### src/rtl/join_alu_stage.sv
`timescale 1ns/1ps
// Purpose : elastic 16-op ALU stage behind the CGRA join; two-slot skid buffer, registered result.
// Latency : 1 cycle from accept to io_dout_v (buffer EMPTY, or ONE with a simultaneous output transfer).
// Backpr. : io_din_r is a pure register bit (!skid_v); at most one extra pair is absorbed after io_dout_r drops.
//
// Ports:
//   clock, reset            rising-edge clock, synchronous active-high reset
//   io_din_1/_2/_v, io_din_r operand pair channel from the join (A, B, valid, ready)
//   io_op                   operation select, sampled on the accept cycle
//   io_dout/_v, io_dout_r   result channel (data, valid, downstream ready)
//   io_count                results delivered downstream, wraps at 2^CNT_WIDTH
module join_alu_stage #(
  parameter int DATA_WIDTH = 8,
  parameter int CNT_WIDTH  = 16
) (
  input  logic                  clock,
  input  logic                  reset,
  input  logic [DATA_WIDTH-1:0] io_din_1,
  input  logic [DATA_WIDTH-1:0] io_din_2,
  input  logic                  io_din_v,
  output logic                  io_din_r,
  input  logic [3:0]            io_op,
  output logic [DATA_WIDTH-1:0] io_dout,
  output logic                  io_dout_v,
  input  logic                  io_dout_r,
  output logic [CNT_WIDTH-1:0]  io_count
);

  localparam int SHW = (DATA_WIDTH > 1) ? $clog2(DATA_WIDTH) : 1;

  // Encoding chosen so that bit0 is main_v and bit1 is skid_v: both valid
  // flags, and therefore io_din_r, come straight off flops.
  typedef enum logic [1:0] {
    EMPTY = 2'b00,
    ONE   = 2'b01,
    FULL  = 2'b11
  } occ_t;

  occ_t                  state, state_nxt;
  logic [DATA_WIDTH-1:0] main_d, skid_d, res;
  logic                  main_v, skid_v;
  logic                  fire_in, fire_out;
  logic                  load_main_res, load_main_skid, load_skid;
  logic [CNT_WIDTH-1:0]  count;

  logic [SHW-1:0]          shamt;
  logic [2*DATA_WIDTH-1:0] prod;

  assign main_v    = state[0];
  assign skid_v    = state[1];
  assign io_din_r  = !skid_v;
  assign io_dout   = main_d;
  assign io_dout_v = main_v;
  assign io_count  = count;

  assign fire_in  = io_din_v & io_din_r;
  assign fire_out = main_v & io_dout_r;

  // ---------------- ALU ----------------
  assign shamt = io_din_2[SHW-1:0];
  assign prod  = {{DATA_WIDTH{1'b0}}, io_din_1} * {{DATA_WIDTH{1'b0}}, io_din_2};

  always_comb begin
    res = '0;
    case (io_op)
      4'd0:  res = io_din_1 + io_din_2;
      4'd1:  res = io_din_1 - io_din_2;
      4'd2:  res = prod[DATA_WIDTH-1:0];
      4'd3:  res = io_din_1 & io_din_2;
      4'd4:  res = io_din_1 | io_din_2;
      4'd5:  res = io_din_1 ^ io_din_2;
      4'd6:  res = io_din_1 << shamt;
      4'd7:  res = io_din_1 >> shamt;
      4'd8:  res = $signed(io_din_1) >>> shamt;
      4'd9:  res = DATA_WIDTH'(io_din_1 == io_din_2);
      4'd10: res = DATA_WIDTH'(io_din_1 < io_din_2);
      4'd11: res = DATA_WIDTH'($signed(io_din_1) < $signed(io_din_2));
      4'd12: res = (io_din_1 < io_din_2) ? io_din_1 : io_din_2;
      4'd13: res = (io_din_1 < io_din_2) ? io_din_2 : io_din_1;
      4'd14: res = io_din_1;
      4'd15: res = io_din_2;
      default: res = '0;
    endcase
  end

  // ---------------- occupancy FSM ----------------
  always_comb begin
    state_nxt      = state;
    load_main_res  = 1'b0;
    load_main_skid = 1'b0;
    load_skid      = 1'b0;
    case (state)
      EMPTY: begin
        if (fire_in) begin
          load_main_res = 1'b1;
          state_nxt     = ONE;
        end
      end
      ONE: begin
        if (fire_in && fire_out) begin
          load_main_res = 1'b1;
        end else if (fire_in) begin
          load_skid = 1'b1;
          state_nxt = FULL;
        end else if (fire_out) begin
          state_nxt = EMPTY;
        end
      end
      FULL: begin
        // io_din_r is low here, so only the output side can move.
        if (fire_out) begin
          load_main_skid = 1'b1;
          state_nxt      = ONE;
        end
      end
      default: state_nxt = EMPTY;
    endcase
  end

  always_ff @(posedge clock) begin
    if (reset) begin
      state  <= EMPTY;
      main_d <= '0;
      skid_d <= '0;
      count  <= '0;
    end else begin
      state <= state_nxt;
      if (load_main_res)       main_d <= res;
      else if (load_main_skid) main_d <= skid_d;
      if (load_skid)           skid_d <= res;
      if (fire_out)            count  <= count + CNT_WIDTH'(1);
    end
  end

endmodule

### config.mk
export PLATFORM = sky130hd
export DESIGN_NAME = join_alu_stage
export DESIGN_NICKNAME = d
export VERILOG_FILES = /design/src/rtl/join_alu_stage.sv
export SDC_FILE = /design/constraint.sdc
export NUM_CORES = 1
export LEC_CHECK = 0
export BUFFER_PORTS_ARGS = -buffer_cell sky130_fd_sc_hd__buf_4
export CORE_MARGIN = 10
export CORE_UTILIZATION = 45
export DETAILED_ROUTE_END_ITERATION = 12
export GPL_ROUTABILITY_DRIVEN = 0
export PLACE_DENSITY_LB_ADDON = 0.25
export SETUP_SLACK_MARGIN = 0.1
export SYNTH_ARGS = -nofsm -noshare
export SYNTH_HDL_FRONTEND = slang
export SYNTH_SLANG_ARGS = --single-unit
### constraint.sdc
create_clock -name clock -period 5.87 [get_ports clock]
set_input_delay 0.587 -clock clock [delete_from_list [all_inputs] [get_ports clock]]
set_output_delay 0.587 -clock clock [all_outputs]
set_load 0.01 [all_outputs]
==> flow_summary.json <==
{
  "timing.hold.ws_ns": 0.490,
  "reg2reg_slack_ns": 3.97,
  "hold_path_depth": 2,
  "hp-class": "flop to flop",
  "fin_skew_ns": 0.00456,
  "port_buffers": 49,
  "drcViolationCount": 0,
  "die-area_sq_mm": 0.0147,
  "setup_tns_ns": 0,
  "cts_resized": 0,
  "grt_pass1_wl_mm": 22.7,
  "nFillCells": 977,
  "max_slew_margin_pct": 24.2,
  "peakVddDrop_uv": 90.4,
  "hold_viol_final": 0,
  "drtAntennaViolNets": 0,
  "maxCapViolCount": 0,
  "status": "finished clean",
  "grt_overflow": 0,
  "switching_share_pct": 38.9,
  "start_kind": "primary input",
  "path_cells": "buf_4, ha_1, inv_1, fa_1, fa_1, inv_1, ha_1, inv_1, fa_1, inv_1, ha_1, a21o_1, a21oi_1, xnor3_1, xnor3_1, nor4_1, nor4_1, a211oi_1",
  "clkSinkCount": 34,
  "synth_fp_nets": 672,
  "drive_gt1_share_pct": 13.7,
  "postSynthCellCount": 588,
  "grt_max_degree": 43,
  "coreArea_sq_mm": 0.00986,
  "synth_ff_type": "dfxtp_1",
  "p_comb_share_pct": 49.9,
  "period_share_pct": 84.3,
  "fp.dieH_um": 121,
  "ys_seq_area_share_pct": 14.8,
  "via_count": 4531,
  "critical_path_peak_fanout": 19,
  "ys_seq_elements": 34,
  "die_w_um": 121,
  "grt_use_total_pct": 18.5,
  "synth.distinct_cells": 74,
  "end_kind": "flop",
  "cellPowerDensity_mw_per_mm2": 187,
  "hold_start": "skid_d[5]",
  "min_to": "skid_d[5]",
  "post_cts_buffers": 0,
  "critPathMostFrequentCell": "inv_1",
  "first_pass_iters": 5,
  "r2r-start": "state[1]",
  "layout.nets": 692,
  "synth_area_per_cell_sq_um": 7.84,
  "rr_endpoint": "state[1]",
  "n_antenna_cell": 0,
  "rows": 36,
  "antenna_found_initial": 0,
  "ys_warn_count": 0,
  "cell_internal_pwr_uw": 584,
  "synth.cell_area_sq_mm": 0.00461,
  "drt-total-wl_mm": 13.9,
  "dr.first_iter.drc_count": 576,
  "post-route-min-period_ns": 4.95,
  "p_sw_uw": 372,
  "clk_pin_slew_worst_paths_ns": 0.07,
  "vias_per_cell": 6.11,
  "grt_pass1_vias": 4362,
  "synth_edf_count": 0,
  "power_frac_seq_pct": 27.3,
  "drv_slew": 0,
  "start_util_pct": 46.8,
  "cts_tree": "built",
  "finalSetupViolCount": 0,
  "fmax_mhz": 202,
  "power.leakage_uw": 0.00220,
  "postCtsHoldBufs": 0,
  "crit_required_ns": 6.02,
  "r2r_cells": 7,
  "rsz0062_at_grt": "no",
  "cts.path.max_buffers": 2,
  "cts-buffers-inserted": 5,
  "worst_pin_slew_ns": 1.13,
  "setup.worst_path.start": "io_din_2[2]",
  "clk_latency_ns": 0.28,
  "async_flop_share_pct": 0,
  "wl_per_cell_um": 18.7,
  "ios": 50,
  "crit_type": "primary input to flop",
  "cpMaxStageDelayCell": "fa_1",
  "clockPowerShare_pct": 22.8,
  "syn_to_final_growth_pct": 10.8,
  "cts_root_buf": "clkbuf_8",
  "worstPathArrival_ns": 5.10,
  "max_stage_delay_ns": 0.53,
  "place_hpwl_mm": 10.8,
  "cts.htree.levels": 2
}
## power groups by stage
stage,registers (uW),clock network [uW],logic [uW]
final,261,218,477
after global routing,263,234,527
after floorplan,268,0,335
after detailed placement,266,0,468
after global placement,265,0,460
after CTS,261,225,471
## cell type report
cell class / count / area, sq um / area share (%)
multi-input combinational: 465 / 3580 / 70.1
sequential: 34 / 681 / 13.3
timing repair buffer: 50 / 375 / 7.34
inverter: 52 / 195 / 3.82
tap: 133 / 166 / 3.26
clock buffer: 6 / 82.6 / 1.62
clock inverter: 1 / 30.0 / 0.588
## sequential cells by signal, indices dropped and copies added, names as in the netlist
register and cells:
skid_d 8, io_count 16, state 2, io_dout 8
## synth_stat cells, types with 4 or more instances
cell	instances	area share (%)
nor3b_1	4	0.65
o211ai_1	6	0.98
nor3_1	13	1.4
nand4_1	6	0.81
nand3b_1	8	1.3
clkbuf_1	26	2.1
o21a_1	4	0.65
a21oi_1	33	3.6
fa_1	14	6.1
or3_1	9	1.2
ha_1	46	12
nand2b_1	6	0.81
mux4_2	9	4.4
nor2b_1	9	1.2
a22oi_1	6	0.98
o22ai_1	6	0.81
dfxtp_1	34	15
xor2_1	9	1.7
xnor2_1	22	4.2
buf_2	7	0.76
o41ai_1	5	0.95
mux2i_1	17	3.7
nor2_1	58	4.7
a211oi_1	14	2.3
a31oi_1	4	0.54
nand2_1	55	4.5
o21ai_0	26	2.8
and3_1	5	0.68
nand3_1	12	1.3
inv_1	51	4.2
## worst max-delay path: cells and delay by family
family                   cells  cell delay (ns)
adder cells (fa/ha/maj)      6             2.34
XOR/XNOR                     2             0.79
buffers and inverters        5             0.45
AO/OA/AOI/OAI                3             0.46
AND/OR/NAND/NOR              2             0.46
## kinds of logic (layout without fill, tap and decap cells)
logic type               Yosys count  after routing  share of synthesized area (%)
adder cells (fa/ha/maj)           60             60                           18.6
multiplexers                      29             29                           8.82
XOR/XNOR                          34             34                           7.46
flip-flops                        34             34                           14.8
AND/OR/NAND/NOR                  204            204                           22.3
buffers and inverters             89            109                           7.60
AO/OA/AOI/OAI                    138            138                           20.5
## worst max path at each step
stage | to | slack (ns) | cells past startpoint
floorplan | io_dout[7] | 0.96 | 17
global placement | io_dout[7] | 0.78 | 18
detailed placement | skid_d[7] | 0.62 | 18
CTS | skid_d[7] | 0.93 | 18
global route | io_dout[7] | 0.62 | 18
finish | io_dout[7] | 0.92 | 18
## layer usage
metal	track usage (%)	routed length, um	up-vias
met4	6.56	486	0
met1	24.3	6050	2138
met2	30.1	6380	225
met3	2.93	968	40
li1	-	-	2128
met5	0	0	-
## placed cells by master (no fill, tap or decap), types with 8 or more instances in the layout
cell      instances
o21ai_0          26
buf_4            50
inv_1            51
a211oi_1         14
nand2_1          55
nor2_1           58
or3_1             9
mux2i_1          17
nor2b_1           9
a21oi_1          33
xor2_1            9
nand3_1          12
xnor2_1          22
nand3b_1          8
ha_1             46
fa_1             14
dfxtp_1          34
nor3_1           13
mux4_2            9
## through the flow
step	setup slack [ns]	power (uW)	utilization [%]	std cells	instance area [sq um]
detailed placement	0.624	734	50.7	734	5000
floorplan	0.957	603	-	588	4610
finish	0.923	955	51.8	741	5110
global route	0.619	1020	51.8	741	5110
CTS	0.932	957	51.8	741	5110
global placement	0.776	725	50.7	734	5000
Note: power is estimated with default switching activity, not from simulation.
